[config.mk]
export PLATFORM = sky130hd
export DESIGN_NAME = tl_bridge_arbiter
export DESIGN_NICKNAME = d
export VERILOG_FILES = /design/src/rtl/tl_bridge_arbiter.sv
export SDC_FILE = /design/constraint.sdc
export NUM_CORES = 1
export LEC_CHECK = 0
export BUFFER_PORTS_ARGS = -buffer_cell sky130_fd_sc_hd__buf_2
export CAP_MARGIN = 40
export CORE_AREA = 5 5 148 150
export DETAILED_ROUTE_END_ITERATION = 8
export DIE_AREA = 0 0 153 155
export PLACE_DENSITY = 0.49
export SYNTH_ARGS = -nofsm -noshare
export SYNTH_HDL_FRONTEND = slang
export SYNTH_SLANG_ARGS = --single-unit
[constraint.sdc]
create_clock -name axi_aclk -period 5.1 [get_ports axi_aclk]
set_input_delay 0.255 -clock axi_aclk [delete_from_list [all_inputs] [get_ports axi_aclk]]
set_output_delay 0.255 -clock axi_aclk [all_outputs]
set_load 0.01 [all_outputs]
[src/rtl/tl_bridge_arbiter.sv]
// tl_bridge_arbiter
//   Shares one TileLink-UL-to-AXI4 bridge port among NM TileLink masters.
//   Only one transaction is in flight at a time. A master is granted, its A
//   beats are forwarded, and the bridge's D beats are routed back to that
//   master. The grant is released after the final D beat. The downstream
//   source is {grant index, upstream source}.
//
//   Optional build macro:
//     TL_ARB_FIXED_PRIO_EN - lowest-index requester always wins (ptr held 0);
//                            undefined gives round-robin.
//
// Ports
//   axi_aclk, axi_aresetn  clock, asynchronous active-low reset
//   up_a_*                 NM packed A channels from the masters (slice i = master i)
//   up_d_*                 NM packed D channels to the masters (fields broadcast,
//                          only up_d_valid is per master)
//   dn_a_*                 single A channel to the bridge
//   dn_d_*                 single D channel from the bridge
//   busy                   high whenever a transaction owns the bridge
module tl_bridge_arbiter #(
  parameter  int NM  = 2,
  parameter  int CAW = 28,
  parameter  int CDW = 32,
  parameter  int CIW = 4,
  localparam int BPB = CDW / 8,
  localparam int MIW = $clog2(NM)
) (
  input  logic                 axi_aclk,
  input  logic                 axi_aresetn,
  input  logic [NM*3-1:0]      up_a_opcode,
  input  logic [NM*3-1:0]      up_a_param,
  input  logic [NM*4-1:0]      up_a_size,
  input  logic [NM*CIW-1:0]    up_a_source,
  input  logic [NM*CAW-1:0]    up_a_address,
  input  logic [NM*BPB-1:0]    up_a_mask,
  input  logic [NM*CDW-1:0]    up_a_data,
  input  logic [NM-1:0]        up_a_corrupt,
  input  logic [NM-1:0]        up_a_valid,
  output logic [NM-1:0]        up_a_ready,
  output logic [NM*3-1:0]      up_d_opcode,
  output logic [NM*2-1:0]      up_d_param,
  output logic [NM*4-1:0]      up_d_size,
  output logic [NM*CIW-1:0]    up_d_source,
  output logic [NM-1:0]        up_d_denied,
  output logic [NM*CDW-1:0]    up_d_data,
  output logic [NM-1:0]        up_d_corrupt,
  output logic [NM-1:0]        up_d_valid,
  input  logic [NM-1:0]        up_d_ready,
  output logic [2:0]           dn_a_opcode,
  output logic [2:0]           dn_a_param,
  output logic [3:0]           dn_a_size,
  output logic [CIW+MIW-1:0]   dn_a_source,
  output logic [CAW-1:0]       dn_a_address,
  output logic [BPB-1:0]       dn_a_mask,
  output logic [CDW-1:0]       dn_a_data,
  output logic                 dn_a_corrupt,
  output logic                 dn_a_valid,
  input  logic                 dn_a_ready,
  input  logic [2:0]           dn_d_opcode,
  input  logic [1:0]           dn_d_param,
  input  logic [3:0]           dn_d_size,
  input  logic [CIW+MIW-1:0]   dn_d_source,
  input  logic                 dn_d_denied,
  input  logic [CDW-1:0]       dn_d_data,
  input  logic                 dn_d_corrupt,
  input  logic                 dn_d_valid,
  output logic                 dn_d_ready,
  output logic                 busy
);

  localparam int BPB_LG = $clog2(BPB);

  typedef logic [15:0] cnt_t;
  typedef enum logic [1:0] {IDLE, A_PHASE, D_PHASE} state_t;

  state_t           state_q, state_d;
  logic [MIW-1:0]   grant_q, ptr_q;
  cnt_t             a_cnt_q, d_cnt_q;

  logic [NM-1:0]    req_rot;
  logic [MIW:0]     sel_sum;
  logic [MIW-1:0]   sel_idx;
  logic             sel_found;
  logic [2:0]       sel_opcode;
  logic [3:0]       sel_size;
  logic             g_a_valid, g_d_ready;
  logic [CIW-1:0]   g_source;
  logic             a_hs, d_hs;
  logic             unused_d_idx;

  // Bytes per request rounded up to whole beats; BPB is a power of two.
  function automatic cnt_t beats(input logic [3:0] sz);
    logic [16:0] bytes;
    bytes = 17'd1 << sz;
    if (bytes <= 17'(BPB)) return cnt_t'(1);
    return cnt_t'(bytes >> BPB_LG);
  endfunction

  function automatic cnt_t a_beats(input logic [2:0] op, input logic [3:0] sz);
    return (op == 3'd0 || op == 3'd1) ? beats(sz) : cnt_t'(1);
  endfunction

  function automatic cnt_t d_beats(input logic [2:0] op, input logic [3:0] sz);
    return (op == 3'd4) ? beats(sz) : cnt_t'(1);
  endfunction

  // Rotate requests so bit 0 is the master at ptr; the lowest set bit wins.
  always_comb begin
    req_rot   = NM'({up_a_valid, up_a_valid} >> ptr_q);
    sel_found = 1'b0;
    sel_sum   = '0;
    for (int k = NM-1; k >= 0; k--) begin
      if (req_rot[k]) begin
        sel_found = 1'b1;
        sel_sum   = {1'b0, ptr_q} + (MIW+1)'(k);
        if (sel_sum >= (MIW+1)'(NM)) sel_sum = sel_sum - (MIW+1)'(NM);
      end
    end
    sel_idx = sel_sum[MIW-1:0];
  end

  always_comb begin
    sel_opcode   = '0;
    sel_size     = '0;
    dn_a_opcode  = '0;
    dn_a_param   = '0;
    dn_a_size    = '0;
    g_source     = '0;
    dn_a_address = '0;
    dn_a_mask    = '0;
    dn_a_data    = '0;
    dn_a_corrupt = 1'b0;
    g_a_valid    = 1'b0;
    g_d_ready    = 1'b0;
    for (int i = 0; i < NM; i++) begin
      if (sel_idx == MIW'(i)) begin
        sel_opcode = up_a_opcode[i*3 +: 3];
        sel_size   = up_a_size[i*4 +: 4];
      end
      if (grant_q == MIW'(i)) begin
        dn_a_opcode  = up_a_opcode[i*3 +: 3];
        dn_a_param   = up_a_param[i*3 +: 3];
        dn_a_size    = up_a_size[i*4 +: 4];
        g_source     = up_a_source[i*CIW +: CIW];
        dn_a_address = up_a_address[i*CAW +: CAW];
        dn_a_mask    = up_a_mask[i*BPB +: BPB];
        dn_a_data    = up_a_data[i*CDW +: CDW];
        dn_a_corrupt = up_a_corrupt[i];
        g_a_valid    = up_a_valid[i];
        g_d_ready    = up_d_ready[i];
      end
    end
  end

  assign dn_a_source = {grant_q, g_source};
  assign dn_a_valid  = (state_q == A_PHASE) && g_a_valid;
  assign dn_d_ready  = (state_q == D_PHASE) && g_d_ready;
  assign a_hs        = dn_a_valid && dn_a_ready;
  assign d_hs        = dn_d_valid && dn_d_ready;
  assign busy        = (state_q != IDLE);

  always_comb begin
    for (int i = 0; i < NM; i++) begin
      up_a_ready[i] = (state_q == A_PHASE) && (grant_q == MIW'(i)) && dn_a_ready;
      up_d_valid[i] = (state_q == D_PHASE) && (grant_q == MIW'(i)) && dn_d_valid;
    end
  end

  // D fields go to every master; only the granted master sees up_d_valid.
  // The index bits of dn_d_source are ignored: one transaction is outstanding.
  assign up_d_opcode  = {NM{dn_d_opcode}};
  assign up_d_param   = {NM{dn_d_param}};
  assign up_d_size    = {NM{dn_d_size}};
  assign up_d_source  = {NM{dn_d_source[CIW-1:0]}};
  assign up_d_denied  = {NM{dn_d_denied}};
  assign up_d_data    = {NM{dn_d_data}};
  assign up_d_corrupt = {NM{dn_d_corrupt}};
  assign unused_d_idx = ^dn_d_source[CIW+MIW-1:CIW];

  always_ff @(posedge axi_aclk or negedge axi_aresetn) begin
    if (!axi_aresetn) state_q <= IDLE;
    else              state_q <= state_d;
  end

  always_comb begin
    state_d = state_q;
    case (state_q)
      IDLE:    if (sel_found) state_d = A_PHASE;
      A_PHASE: if (a_hs && a_cnt_q == cnt_t'(1)) state_d = D_PHASE;
      D_PHASE: if (d_hs && d_cnt_q == cnt_t'(1)) state_d = IDLE;
      default: state_d = IDLE;
    endcase
  end

  always_ff @(posedge axi_aclk or negedge axi_aresetn) begin
    if (!axi_aresetn) begin
      grant_q <= '0;
      ptr_q   <= '0;
      a_cnt_q <= '0;
      d_cnt_q <= '0;
    end else begin
      case (state_q)
        IDLE: if (sel_found) begin
          grant_q <= sel_idx;
          a_cnt_q <= a_beats(sel_opcode, sel_size);
          d_cnt_q <= d_beats(sel_opcode, sel_size);
        end
        A_PHASE: if (a_hs) a_cnt_q <= a_cnt_q - cnt_t'(1);
        D_PHASE: if (d_hs) begin
          d_cnt_q <= d_cnt_q - cnt_t'(1);
`ifndef TL_ARB_FIXED_PRIO_EN
          if (d_cnt_q == cnt_t'(1))
            ptr_q <= (grant_q == MIW'(NM-1)) ? '0 : grant_q + MIW'(1);
`endif
        end
        default: ;
      endcase
    end
  end

endmodule

* Word-level counts from Yosys, hierarchy flattened
Cells that the tools add are included.
Operators by class: add/sub/neg operators 6, order comparisons 3, equal/unequal tests 11, shifts and indexed selects 2, mux-type cells 36, bitwise gates (word level) 1, reductions and logical operators 25
Operators by type and width (count):
- two-way mux 16 bit | 8
- one-hot mux 16 bit (2 select lines) | 2
- == test 16 x 1 -> 1 bit (second input constant) | 2
- two-way mux 32 bit | 1
- subtractor 16 x 1 -> 16 bit (second input constant) | 2
- two-way mux 28 bit | 1
- less-or-equal comparator 17 x 3 -> 1 bit (second input constant) | 1
- << shifter 1 x 4 -> 17 bit (first input constant) | 1
- two-way mux 4 bit | 4
- logical AND 1 bit | 14
- two-way mux 1 bit | 13
- AND reduction 3 bit | 4
- two-way mux 3 bit | 3
- two-way mux 2 bit | 3
- inequality test 2 bit (second input constant) | 3
- one-hot mux 2 bit (3 select lines) | 1
- nonzero test 2 bit | 3
- inequality test 2 x 1 -> 1 bit (second input constant) | 2
- >> shifter 4 x 1 -> 2 bit | 1
- == test 3 x 1 -> 1 bit (second input constant) | 1
- == test 3 bit (second input constant) | 1
- logical NOT 3 bit | 1
- adder 1 x 1 -> 2 bit (second input constant) | 1
- == test 2 x 1 -> 1 bit (second input constant) | 1
- 9 further kinds | 10
Storage, ports and cells: bits in registers 36, output and inout bits 181, logic and storage cells 89

* Depth between registers and ports, before layout
Gate-level depths: netlist (run 1).
depth after elaboration 15, gate-level depth with buffers 7, mapped depth without buffers 6

* Least setup slack after synthesis (run 1)
Ideal clock, no wire load.
path type register to register, from register d_cnt_q[8], to register ptr_q, library setup time 125 ps, arrival 1727 ps, path slack 3249 ps, cell stages (with the launch flop) 5, path buffers 0, cell sequence dfrtp_1 nor4_1 nand2_1 nor4_1 mux2_2
Between the ends: longest elaborated chain between the ends 2
RTL lines:
- start, declared | RTL line 78 | cnt_t a_cnt_q, d_cnt_q;
- start signal, assigned | RTL line 206 | d_cnt_q <= d_beats(sel_opcode, sel_size);
- start signal, assigned | RTL line 210 | d_cnt_q <= d_cnt_q - cnt_t'(1);
- == test 16 x 1 -> 1 bit | RTL line 212 | if (d_cnt_q == cnt_t'(1))
- AND reduction 3 bit (no source line)
- end signal, assigned | RTL line 213 | ptr_q <= (grant_q == MIW'(NM-1)) ? '0 : grant_q + MIW'(1);
- end, declared | RTL line 77 | logic [MIW-1:0] grant_q, ptr_q;
Every way passes these cells. A chain may end at the register's enable or synchronous reset.

* Final worst setup path (run 1)
from register grant_q, to output port dn_a_mask[3]
Between the ends: longest elaborated chain between the ends 1
RTL lines:
- start, declared | RTL line 77
- start signal, assigned | RTL line 204 | grant_q <= sel_idx;
- two-way mux 4 bit | RTL line 140 | if (grant_q == MIW'(i)) begin
- end, declared | RTL line 54 | output logic [BPB-1:0] dn_a_mask,
Every way passes these cells.

==> results of run 1 <==
==> layout by cell type (no fill, tap or decap), types with 3 or more instances in the layout <==
| cell | synthesis | routed |
|---|---|---|
| o21ai_0 | 30 | 30 |
| and4_1 | 3 | 3 |
| o221ai_1 | 13 | 13 |
| nor4_1 | 7 | 7 |
| or3_1 | 5 | 5 |
| a41oi_1 | 7 | 7 |
| or4_1 | 8 | 8 |
| nand4_1 | 4 | 4 |
| a211oi_1 | 5 | 5 |
| a2111oi_0 | 4 | 4 |
| a21oi_1 | 14 | 14 |
| buf_2 | 2 | 252 |
| nand2_1 | 19 | 19 |
| nor2b_1 | 6 | 6 |
| a21o_1 | 3 | 3 |
| nand3b_1 | 3 | 3 |
| o211ai_1 | 8 | 8 |
| a31oi_1 | 8 | 8 |
| nor3_1 | 13 | 13 |
| clkbuf_16 | 0 | 5 |
| dfrtp_1 | 36 | 35 |
| inv_1 | 10 | 10 |
| ha_1 | 4 | 4 |
| nor2_1 | 30 | 30 |
| nand3_1 | 8 | 8 |
| o22ai_1 | 4 | 4 |
| nor4b_1 | 3 | 3 |
| mux2_2 | 82 | 82 |
| mux2i_1 | 4 | 4 |
| nand2b_1 | 10 | 10 |
| or2_2 | 3 | 3 |
==> registers in the layout, indices dropped and copies added (netlist names) <==
register / count
d_cnt_q: 16
a_cnt_q: 16
grant_q: 1
state_q: 2
ptr_q: 1
==> power by group <==
group / internal [mW] / leakage, nW / switching, mW
combinational: 0.598 / 1.87 / 0.757
clock: 0.195 / 0.0712 / 0.120
sequential: 0.360 / 0.471 / 0.121
total: 1.15 / 2.41 / 0.998
==> per-layer routing <==
layer / vias to the layer above / share of wire / GRT usage / wire length [um]
met3: 13 / 0.11 / 0.0659 / 2230
met5: - / 0 / 0 / 0
li1: 2125 / - / - / -
met1: 2108 / 0.42 / 0.208 / 8340
met2: 261 / 0.46 / 0.249 / 9160
met4: 0 / 0.0085 / 0.0272 / 170
==> Yosys cell counts (all sizes together), types with 7 or more instances <==
library cell    n
buf           101
mux2           82
dfrtp          36
nor2           30
o21ai          30
clkbuf         20
nand2          19
a21oi          14
nor3           13
o221ai         13
inv            10
nand2b         10
a31oi           8
nand3           8
nor4            8
o211ai          8
or4             8
a41oi           7
==> layout make-up <==
| class | count | area, um^2 |
|---|---|---|
| Sequential cell | 36 | 905 |
| Timing Repair Buffer | 256 | 1310 |
| Multi-Input combinational cell | 346 | 2650 |
| Fill cell | 2255 | 15200 |
| Inverter | 11 | 41.3 |
| Antenna cell | 1 | 2.50 |
| Clock buffer | 8 | 146 |
| Tap cell | 275 | 344 |
==> kinds of logic (layout without fill, tap and decap cells) <==
| logic type | Yosys count | after routing | share of synthesized area |
|---|---|---|---|
| muxes | 86 | 86 | 0.218 |
| and+or+nand+nor | 140 | 140 | 0.184 |
| adders and majority gates | 4 | 4 | 0.0113 |
| buffers and inverters | 132 | 275 | 0.198 |
| other | 0 | 1 | 0 |
| DFF | 36 | 36 | 0.204 |
| AOI/OAI and AO/OA | 116 | 116 | 0.185 |
==> worst max-delay path, stage by stage, from the launching register on <==
cell and delay, ns:
dfrtp_4 0.66, buf_4 0.67, mux2_2 0.48, buf_2 0.16
==> worst max path at each step <==
stage / startpoint / endpoint / slack (ns) / cells past startpoint
5_1_grt: grant_q / d_cnt_q[6] / 2.28 / 5
3_3_place_gp: grant_q / d_cnt_q[6] / 2.51 / 5
3_5_place_dp: grant_q / d_cnt_q[6] / 2.51 / 5
6_report: grant_q / dn_a_mask[3] / 2.52 / 3
2_1_floorplan: d_cnt_q[8] / ptr_q / 3.25 / 4
4_1_cts: grant_q / dn_a_mask[3] / 2.48 / 3
==> metrics by stage <==
step | util | instances
floorplan | - | 514
global placement | 0.254 | 922
detailed placement | 0.254 | 923
CTS | 0.262 | 932
global route | 0.262 | 932
finish | 0.262 | 933
==> summary.txt, run 1 <==
asr flop ratio synth -> 1.00
fin crit share -> 0.507
vias -> 4507
FF-to-FF End -> d_cnt_q[5]
Setup Fix Bufs, Post-CTS -> 0
max-slew violations -> 0
CTS Buffer Depth -> 2
latest clock arrival within the worst-skew pair -> 0.28 ns
Antenna Nets Post-Route -> 0
CTS tree -> done
Die Span Y -> 155 um
post-synthesis sequential area ratio -> 0.204
1st-pass router iterations -> 6
post-DR wirelength/cell -> 21.3 um
Initial Util -> 0.215
Worst setup EP type -> output port
clock buffer count from CTS -> 5
R2R setup slack -> 2.54 ns
row cnt -> 53
# resized after CTS -> 0
max_cap viols -> 0
VDD IR max -> 179 uV
outcome -> complete, no violations
Power Total -> 2.15 mW
Yosys cell types -> 63
endpoints failing setup -> 0
core area -> 20600 um^2
I/O Buffers -> 252
Hold Crit Class -> in -> async
cts hold-fix bufs -> 1
vias per inst -> 4.83
Final Wtd Congestion -> 0.850
setup ws final -> 2.52 ns
Pleak -> 2.41 nW
placed inst area -> 5230 um^2
Syn Std Cell Area -> 4420 um^2
largest area contributor in the netlist -> mux2_2
Synth Area per Inst -> 8.60 um^2
crit path kind -> reg -> out
post-route minimum period -> 2.58 ns
WP data arrival -> 2.33 ns
gr ovfl total -> 0
Routed WL -> 19900 um
Mapped Nets -> 732
PD cells -> 399 nW/um^2
CTS Root Cell -> clkbuf_16
yosys warns -> 0
commonest register cell after synthesis -> dfrtp_1
total track usage -> 0.159
worst reg2reg path startpoint -> grant_q
antenna violations before repair -> 0
synthesized instance count -> 514
H-tree depth -> 2
actual slew at the worst max-slew pin -> 0.956 ns
Post-Route Setup TNS -> 0 ns
clk sinks -> 36
vias in the first global route -> 4493
Reg clk slew, reported paths -> 0.06 ns
first-pass GRT wire length -> 29000 um
post-route cell area -> 5390 um^2
synth top area cells -> mux2_2 21%, dfrtp_1 20%, buf_4 16%
dpl hpwl -> 16700 um
Place WS -> 2.51 ns
CP Max Fanout -> 62
layout cell share with drive strength beyond 1 -> 0.543
Max transition margin -> 0.360
worst clock skew -> 0.00372 ns
area grow syn2layout -> 22.0%
DRC viols -> 0
Critical Path RT -> 4.85 ns
fmax -> 387 MHz
I/O pin cnt -> 395
die width -> 153 um
synthesized flop and latch total -> 36
R2R cell count -> 5
Worst setup SP type -> flop
nets@finish -> 874
Die ar. -> 23700 um^2
Hold Fails Final Rpt -> 0
post-synth top area share -> 0.209
Post-synth EDFFs -> 0
WHS -> 0.351 ns
RSZ-0062 raised after global routing -> no
largest net degree at the start of global routing -> 63
initial DRC count -> 359
Power figures use the tool's default switching activity.
==> run 2: changes to the inputs <==
- ABC_AREA: not set -> 1
- CORE_AREA: 5 5 148 150 -> 5 5 150 152
- DIE_AREA: 0 0 153 155 -> 0 0 155 157
- PLACE_DENSITY: 0.49 -> 0.51
- clock period: 5.1 -> 2.2 ns (I/O delays scaled with it)
==> run 2 against run 1 <==
Net effect: cell area is 3.2% higher; largest cell class unchanged; final cell count increased by 34%; clock power grew 140%; via count rose by 17%; combinational power rose by 150%; synthesized area is 4.1% higher; worst setup slack worse by 2.2 ns.
==> summary.txt, run 2 <==
clock buffer count from CTS -> 5
outcome -> complete, no violations
worst path cell trace -> clkinv_2 -> buf_6 -> nand2_1 -> nand2_1 -> buf_2
commonest register cell after synthesis -> dfrtp_1
max_cap viols -> 0
Routed WL -> 19600 um
synthesized flop and latch total -> 36
layout cell share with drive strength beyond 1 -> 0.299
dpl hpwl -> 16700 um
Max transition margin -> 0.543
Setup Fix Bufs, Post-CTS -> 0
Die Span Y -> 157 um
Antenna Diode Count -> 0
largest area contributor in the netlist -> nand2_1
post-synth top area share -> 0.311
Largest regs -> a_cnt_q: 16 flops, d_cnt_q: 16 flops, state_q: 2 flops
CTS Buffer Depth -> 2
Die ar. -> 24300 um^2
clk sinks -> 36
asr flop ratio synth -> 1.00
vias in the first global route -> 5069
commonest non-fill, non-tap cell in the layout -> nand2_1
CTS Root Cell -> clkbuf_16
Reg clk slew, reported paths -> 0.06 ns
CP max stage delay -> 0.50 ns
PD cells -> 953 nW/um^2
post-route cell area -> 5560 um^2
CTS tree -> done
Post-synth EDFFs -> 0
net switching power -> 2.76 mW
vias -> 5262
antenna violations before repair -> 1
vias per inst -> 4.21
RSZ-0062 raised after global routing -> no
Syn Std Cell Area -> 4600 um^2
Worst setup SP type -> flop
total track usage -> 0.154
endpoints failing setup -> 0
Initial Util -> 0.220
fmax -> 524 MHz
WP data arrival -> 1.80 ns
Final Wtd Congestion -> 0.845
combinational share of power -> 0.639
Crit-path slowest cell -> dfrtp_4
worst path buffer plus inverter count -> 3
area grow syn2layout -> 20.9%
Sequential Power Share -> 0.221
row cnt -> 53
Synth Area per Inst -> 5.54 um^2
H-tree depth -> 2
P_int -> 2.54 mW
actual slew at the worst max-slew pin -> 0.685 ns
synth top area cells -> nand2_1 31%, dfrtp_1 20%, buf_4 16%
crit path kind -> reg -> out
I/O pin cnt -> 395
nets@finish -> 1192
Antenna Nets Post-Route -> 0
Yosys cell types -> 31
largest net degree at the start of global routing -> 75
post-route minimum period -> 1.91 ns
VDD IR max -> 285 uV
Post-Route Setup TNS -> 0 ns
Mapped Nets -> 1048
max-slew violations -> 0
Hold Crit Class -> in -> reg
post-DR wirelength/cell -> 15.7 um
worst clock skew -> 0.00353 ns
die width -> 155 um
DRC viols -> 0
count leader, synth -> nand2_1
yosys warns -> 0
Worst setup EP type -> output port
I/O Buffers -> 252
gr ovfl total -> 0
Clk pwr share -> 0.140
Crit path top cell by count -> nand2_1
fin crit share -> 0.867
latest clock arrival within the worst-skew pair -> 0.28 ns
top post-synthesis cells by count -> 381 x nand2_1, 98 x buf_4, 85 x nor2_1
synthesized instance count -> 830
core area -> 20900 um^2
initial DRC count -> 205
Net Sw Frac -> 0.520
most frequent cells in the layout -> 381 x nand2_1, 252 x buf_2, 85 x nor2_1
WHS -> 0.160 ns
post-synthesis sequential area ratio -> 0.196
Crit path max-delay family -> buffers and inverters
Pleak -> 3.33 nW
CP Max Fanout -> 74
Critical Path RT -> 2.09 ns
Hold Fails Final Rpt -> 0
1st-pass router iterations -> 5
first-pass GRT wire length -> 29100 um
placed inst area -> 5400 um^2
==> run 2: power by group through the flow <==
stage / clock, mW / sequential, mW / combinational (mW)
CTS: 0.752 / 1.17 / 3.44
floorplan: 0 / 1.10 / 2.40
detailed placement: 0 / 1.18 / 3.42
finish: 0.741 / 1.17 / 3.39
global placement: 0 / 1.18 / 3.42
global route: 0.786 / 1.22 / 3.87
==> run 2: area by class of cell <==
cell class / count / area, um^2
tap: 275 / 344
fill: 2454 / 15300
inverter: 61 / 230
timing repair buffer: 263 / 1350
sequential: 36 / 905
clock buffer: 8 / 146
multi-input combinational: 607 / 2590
==> run 2: worst register-to-register path, delay by kind of cell, from the launching register on <==
kind                   cells  cell delay, ns
and+or+nand+nor            7            1.23
DFF                        1            0.39
AOI/OAI and AO/OA          1            0.13
buffers and inverters      1            0.07
==> run 2: worst paths after layout <==
kind | end | slack, ns | depth (start not counted) | from
setup / recovery | dn_a_address[16] | 0.29 | 5 | grant_q
hold / removal | state_q[1] | 0.16 | 3 | dn_a_ready
setup reg to reg | a_cnt_q[4] | 0.30 | 9 | ptr_q
hold reg to reg | ptr_q | 0.51 | 2 | ptr_q
max in group asynchronous | a_cnt_q[7] | 1.18 | 3 | axi_aresetn
min in group asynchronous | a_cnt_q[6] | 0.40 | 2 | axi_aresetn
==> run 2: through the flow <==
stage | worst slack, ns | total power, mW | instances | utilization
floorplan | 0.688 | 3.51 | 830 | -
global placement | 0.363 | 4.60 | 1241 | 0.259
detailed placement | 0.325 | 4.60 | 1241 | 0.259
CTS | 0.123 | 5.36 | 1250 | 0.266
global route | 0.0764 | 5.87 | 1250 | 0.266
finish | 0.293 | 5.30 | 1250 | 0.266
==> run 2: layer usage <==
metal,vias up,track usage,part of all wire
met2,194,0.282,0.52
met4,2,0.0206,0.0054
met5,-,0,0.00066
met1,2318,0.184,0.40
li1,2740,-,-
met3,8,0.0415,0.072
==> run 2: kinds of logic after synthesis <==
kind of cell	synth area share
adders and majority gates	0.0109
DFF	0.196
AOI/OAI and AO/OA	0.0593
xor gates and xnor gates	0.00190
buffers and inverters	0.242
and+or+nand+nor	0.490
==> run 2: timing repair <==
| item | CTS | global route |
|---|---|---|
| endpoints found under the setup margin | 0 | 2 |
| hold buffers | 1 | 0 |
| gates resized for setup | 0 | 1 |
| endpoints found under the hold margin | 26 | 0 |
